`config.mk`:
```
export PLATFORM = sky130hd
export DESIGN_NAME = bist_misr_compactor
export DESIGN_NICKNAME = d
export VERILOG_FILES = /design/src/rtl/bist_misr_compactor.sv
export SDC_FILE = /design/constraint.sdc
export NUM_CORES = 1
export LEC_CHECK = 0
export CORE_MARGIN = 5
export CORE_UTILIZATION = 30
export DETAILED_ROUTE_END_ITERATION = 16
export SYNTH_ARGS = -nofsm -noshare
export SYNTH_HDL_FRONTEND = slang
export SYNTH_SLANG_ARGS = --single-unit
```
`constraint.sdc`:
```
create_clock -name clk -period 1.92 [get_ports clk]
set_input_delay 0.384 -clock clk [delete_from_list [all_inputs] [get_ports clk]]
set_output_delay 0.384 -clock clk [all_outputs]
set_load 0.02 [all_outputs]
```
`src/rtl/bist_misr_compactor.sv`:
```
// Serial-input MISR response compactor with bit counter and golden-signature check.
// Compacts scan-out bits during RUN and reports done/pass after a single CHECK cycle.
module bist_misr_compactor #(
  parameter int              WIDTH         = 16,
  parameter logic [WIDTH-1:0] POLY         = 16'h1021,
  parameter logic [WIDTH-1:0] SEED         = 16'h0000,
  parameter logic [WIDTH-1:0] GOLDEN       = 16'h0000,
  parameter int              EXPECTED_BITS = 2000
) (
  input  logic             clk,
  input  logic             rst,
  input  logic             start,
  input  logic             en,
  input  logic             sdo_bit,
  input  logic             end_session,
  input  logic             learn,
  output logic [WIDTH-1:0] signature,
  output logic [31:0]      bit_count,
  output logic             sig_valid,
  output logic             pass,
  output logic             stray_bit
);

  localparam logic [31:0] EXP_CNT = 32'(EXPECTED_BITS);

  typedef enum logic [1:0] {
    IDLE  = 2'd0,
    RUN   = 2'd1,
    CHECK = 2'd2,
    DONE  = 2'd3
  } state_t;

  state_t           state_q, state_d;
  logic [WIDTH-1:0] sig_q, sig_d;
  logic [WIDTH-1:0] golden_q, golden_d;
  logic [31:0]      cnt_q, cnt_d;
  logic             valid_q, valid_d;
  logic             pass_q, pass_d;
  logic             stray_q, stray_d;
  logic             learn_q, learn_d;
  logic [WIDTH-1:0] misr_next;

  // Galois MISR step with the serial bit folded in at bit 0
  assign misr_next = {sig_q[WIDTH-2:0], 1'b0}
                   ^ (sig_q[WIDTH-1] ? POLY : {WIDTH{1'b0}})
                   ^ {{(WIDTH-1){1'b0}}, sdo_bit};

  always_comb begin
    state_d  = state_q;
    sig_d    = sig_q;
    golden_d = golden_q;
    cnt_d    = cnt_q;
    valid_d  = valid_q;
    pass_d   = pass_q;
    stray_d  = stray_q;
    learn_d  = learn_q;

    if (en && (state_q != RUN)) begin
      stray_d = 1'b1;
    end

    case (state_q)
      IDLE, DONE: begin
        if (start) begin
          state_d = RUN;
          sig_d   = SEED;
          cnt_d   = 32'd0;
          valid_d = 1'b0;
          pass_d  = 1'b0;
          stray_d = 1'b0;
        end
      end
      RUN: begin
        if (start) begin
          sig_d   = SEED;
          cnt_d   = 32'd0;
          valid_d = 1'b0;
          pass_d  = 1'b0;
          stray_d = 1'b0;
        end else begin
          if (en) begin
            sig_d = misr_next;
            if (cnt_q != 32'hFFFF_FFFF) begin
              cnt_d = cnt_q + 32'd1;
            end
          end
          if (end_session) begin
            state_d = CHECK;
            learn_d = learn;
          end
        end
      end
      CHECK: begin
        // A learn run adopts the current signature, so only the count decides pass
        if (learn_q) begin
          golden_d = sig_q;
          pass_d   = (cnt_q == EXP_CNT);
        end else begin
          pass_d   = (sig_q == golden_q) && (cnt_q == EXP_CNT);
        end
        valid_d = 1'b1;
        state_d = DONE;
      end
      default: state_d = IDLE;
    endcase
  end

  always_ff @(posedge clk) begin
    if (rst) begin
      state_q  <= IDLE;
      sig_q    <= SEED;
      golden_q <= GOLDEN;
      cnt_q    <= 32'd0;
      valid_q  <= 1'b0;
      pass_q   <= 1'b0;
      stray_q  <= 1'b0;
      learn_q  <= 1'b0;
    end else begin
      state_q  <= state_d;
      sig_q    <= sig_d;
      golden_q <= golden_d;
      cnt_q    <= cnt_d;
      valid_q  <= valid_d;
      pass_q   <= pass_d;
      stray_q  <= stray_d;
      learn_q  <= learn_d;
    end
  end

  assign signature = sig_q;
  assign bit_count = cnt_q;
  assign sig_valid = valid_q;
  assign pass      = pass_q;
  assign stray_bit = stray_q;

endmodule

```
Yosys cells after proc, flatten, opt, wreduce, memory -nomap -nowiden:

Cells that the tools add are included.
W data, S select, Z words.

* register bits after elaboration: 70
* output and inout port bits: 51
* word-level logic and storage cells: 57

* $add $sub $neg: 1
* equal/unequal tests: 13
* muxes and demuxes: 21
* bitwise gates (word level): 3
* reductions and logical operators: 11

Operator list (count)
* $mux W32: 4
* $pmux W32 S2: 1
* $mux W16: 3
* $add A32 B1 Y32 const B: 1
* $eq A32 B11 Y1 const B: 1
* $ne A32 B32 Y1 const B: 1
* $pmux W16 S2: 1
* $eq A16 B16 Y1: 1
* $xor A16 B1 Y16: 1
* $xor A16 B13 Y16: 1
* $mux W13: 1
* $reduce_and A3 Y1: 3
* $mux W2: 3
* $ne A2 B2 Y1 const B: 3
* $ne A3 B3 Y1 const B: 2
* $pmux W2 S3: 1
* $mux W1: 5
* $eq A2 B2 Y1 const B: 2
* $ne A2 B1 Y1 const B: 2
* $pmux W1 S2: 2
* $reduce_and A4 Y1: 1
* $reduce_or A3 Y1: 1
* $eq A2 B1 Y1 const B: 1
* $logic_and A1 B1 Y1: 2
* other kinds (5): 5

Depth between registers and ports, before layout:

* word-level depth: 6
* mapped depth: 9
* depth with buffers taken out: 7

Least setup slack after synthesis:

No wires, ideal clock.

* path type: register to register
* start: register cnt_q[0] (netlist: bit_count[0])
* end: register cnt_q[20] (netlist: bit_count[20])
* setup time: 0.136 ns
* arrival time: 2.056 ns
* required time: 1.784 ns
* setup slack: -0.272 ns
* cell stages (with the launch flop): 7
* clock period less this slack: 2.192 ns
* path through: dfxtp_1 -> ha_1 -> nand3_2 -> or3_4 -> or4_4 -> a211oi_2 -> o22ai_1

* word-level cells in the longest chain between the ends: 5

Ends and longest elaborated chain
* start, declared: RTL line 36 `logic [31:0] cnt_q, cnt_d;`
* start signal, assigned: RTL line 122 `cnt_q <= cnt_d;`
* $add A32 B1 Y32: RTL line 84 `cnt_d = cnt_q + 32'd1;`
* $mux W32: RTL line 83 `if (cnt_q != 32'hFFFF_FFFF) begin`
* $mux W32: RTL line 81 `if (en) begin`
* $mux W32: RTL line 74 `if (start) begin`
* $pmux W32 S2: RTL line 62 `case (state_q)`

Several ways; a longest one is shown, not always the timed one. The select of a mux whose other input is x is not followed.
A chain may end at the register's enable or synchronous reset.

Worst setup path after layout:

* start: register cnt_q[0] (netlist: bit_count[0])
* end: register cnt_q[4] (netlist: bit_count[4])

The elaborated chain is that of the path after synthesis.

==> impl_metrics.env <==
export IMPL_clk_latency_ps=330
export IMPL_clk_pin_slew_ps=60
export IMPL_synth_top_family_by_area="simple AND/OR/NAND/NOR gates"
export IMPL_post_place_cells=762
export IMPL_first_pass_iters=5
export IMPL_worst_slew_pin_slew_ps=545
export IMPL_postSynthAreaPerCell_um2=7.91
export IMPL_overflow=0
export IMPL_seqCellArea_um2=1430
export IMPL_cts_tree="done"
export IMPL_vdd_drop_max_mv=0.409
export IMPL_vias=4409
export IMPL_core_region_area_um2=12100
export IMPL_synth_compound_area_share_pct=19.6
export IMPL_drt_iter0_markers=347
export IMPL_yosysSeqAreaShare_pct=37.4
export IMPL_ys_top_cells_by_area="dfxtp_1, nand2_1, a21oi_1"
export IMPL_start_util_pct=30.9
export IMPL_violations="setup timing"
export IMPL_path_max_fanout=6
export IMPL_leakagePower_nw=2.24
export IMPL_wirelength_mm=14.2
export IMPL_synth_simple_gate_area_share_pct=31.4
export IMPL_track_usage_pct=18.6
export IMPL_crit_required_ps=2160
export IMPL_drive_gt1_share_pct=30.2
export IMPL_clock_sinks=70
export IMPL_synth_top_cell_area_share_pct=37.4
export IMPL_synth_edf_count=0
export IMPL_setup_violations=1
export IMPL_syn_area_um2=3740
export IMPL_holdWs_ps=466
export IMPL_synth_xor_area_share_pct=4.45
export IMPL_hold_viol_final=0
export IMPL_ys_seq_elements=70
export IMPL_fillers=1204
export IMPL_synthMuxAreaShare_pct=0.802
export IMPL_wl_per_cell_um=17.7
export IMPL_yosysTopAreaCell="dfxtp_1"
export IMPL_synth_cell_type_count=53
export IMPL_hold_class="register to register"
export IMPL_first_global_vias=4248
export IMPL_die_area_um2=14800
export IMPL_gp_congestion=0.920
export IMPL_min_to="golden_q[0]"
export IMPL_synthCells=473
export IMPL_multi_input_area_um2=2390
export IMPL_cp_arrival_ps=2170
export IMPL_maxCapViolCount=0
export IMPL_ys_warn_count=0
export IMPL_critPathLaunchType="register"
export IMPL_root_buffer="clkbuf_16"
export IMPL_synth_most_common_cell="nand2_1"
export IMPL_synth_fa_ha_area_share_pct=1.67
export IMPL_setup_worst_path_class="register to register"
export IMPL_grt_pass1_wl_mm=22.1
export IMPL_ys_top_cells_by_count="nand2_1, dfxtp_1, a21oi_1"
export IMPL_grt_start_max_net_pins=41
export IMPL_r2r_start="bit_count[0]"
export IMPL_hp_start="golden_q[0]"
export IMPL_fin_ws_ps=-8.31
export IMPL_whs_path_depth=2
export IMPL_nNetsFinal=639
export IMPL_grt_setup_unrepaired="true"
export IMPL_critPathCaptureType="register"
export IMPL_die_h_um=122
export IMPL_h_tree_depth=3
export IMPL_async_flop_share_pct=0
export IMPL_pre_cts_slack_ps=-626
export IMPL_r2r_end="bit_count[4]"
export IMPL_cts_max_path_buffers=2
export IMPL_syn_nets=485
export IMPL_fin_crit_ps=1930
export IMPL_r2r_slack_ps=-8
export IMPL_drc=0
export IMPL_num_rows=40
export IMPL_r2r_cells=9
export IMPL_fin_cells=800
export IMPL_antenna_found_initial=0
export IMPL_area_growth_pct=56.6
export IMPL_slew_headroom_pct=63.6
export IMPL_post_drt_via_cell_ratio=5.51
export IMPL_drv_slew=0
export IMPL_die_x_um=122
export IMPL_finClkSkew_ps=4.80
export IMPL_synth_main_ff_cell="dfxtp_1"
export IMPL_post_route_period_util_pct=100
export IMPL_cts_made_buffers=9
export IMPL_hpwl_mm=9.91
export IMPL_powerDensity_nw_per_um2=902
export IMPL_fmax_ghz=0.519
export IMPL_ioPinCount=58
export IMPL_num_antenna_cells=0
export IMPL_ant_nets=0
export IMPL_status="finished with violations"
export IMPL_io_buffers=57
## where the power goes
group	internal [W]	switching [W]
Sequential	0.00149	0.0000321
Combinational	0.00108	0.00109
Clock	0.000915	0.000677
## worst max-delay path, stage by stage, from the launching register on
cell     delay (ps)
dfxtp_4         360
ha_4            160
nand3_2          80
buf_6           110
nor3_4           40
buf_6           120
and4_4          200
buf_4           130
or3_4           400
o32ai_2         230
## placed cells by master (no fill, tap or decap), drive strengths merged, types with 6 or more instances in the layout
cell type and instances:
o31ai 8, nor2 19, clkdlybuf4s50 51, dfxtp 70, nand3 33, nand2 77, o21ai 20, nor3 18
inv 13, o211ai 6, a21oi 47, clkbuf 10, and3 8, and4 7, nor4 10, nand4 22
xnor2 16, or4 7, a211oi 7, a31oi 7, buf 112
## what timing repair did
action	4_1_cts	5_1_grt
resized for setup	29	41
pin swaps	8	12
hold buffers	0	0
buffers inserted	6	13
cloned	2	1
setup endpoints to repair	34	29
## cell families after synthesis
group	count (synthesis)
AND/OR/NAND/NOR	220
AO/OA/AOI/OAI	117
flip-flops	70
buffers and inverters	39
XOR/XNOR	19
adder cells (fa/ha/maj)	5
multiplexers	3
## area by class of cell
type                            instances  area share (%)
Clock inverter                          6           0.747
Timing Repair Buffer                  170            25.8
Multi-Input combinational cell        365            40.7
Inverter                               11           0.704
Tap cell                              168            3.59
Clock buffer                           10            4.08
Sequential cell                        70            24.4
## how the worst max path moves through the flow
stage	start	slack [ps]	end
floorplan	bit_count[14]	-70	bit_count[20]
global placement	en	-550	bit_count[9]
detailed placement	en	-630	bit_count[31]
CTS	state_q[0]	10	bit_count[29]
global route	state_q[0]	-40	bit_count[21]
finish	bit_count[0]	-8	bit_count[4]
## stage by stage
step / utilization, % / total power [W] / TNS, ps / cell area (um2)
after floorplan: - / 0.00228 / -67.7 / 3770
after global placement: 42.3 / 0.00286 / -10650 / 5120
after detailed placement: 42.3 / 0.00289 / -12090 / 5120
after CTS: 46.3 / 0.00501 / 0 / 5610
after global routing: 48.4 / 0.00549 / -127 / 5860
final: 48.4 / 0.00529 / -8.31 / 5860
## state kept, by name, indices dropped and copies added, names as in the netlist
signal     cells
bit_count     32
golden_q      16
learn_q        1
pass           1
sig_valid      1
signature     16
state_q        2
stray_bit      1
## routing by layer
layer / vias up / routed length, um / track usage (%)
met5: - / 0 / 0
met4: 0 / 409 / 6.65
met3: 43 / 940 / 4.13
met2: 183 / 6830 / 30.7
met1: 2119 / 6020 / 24.0
li1: 2064 / - / -
No activity file was read; power rests on OpenSTA's default activity.
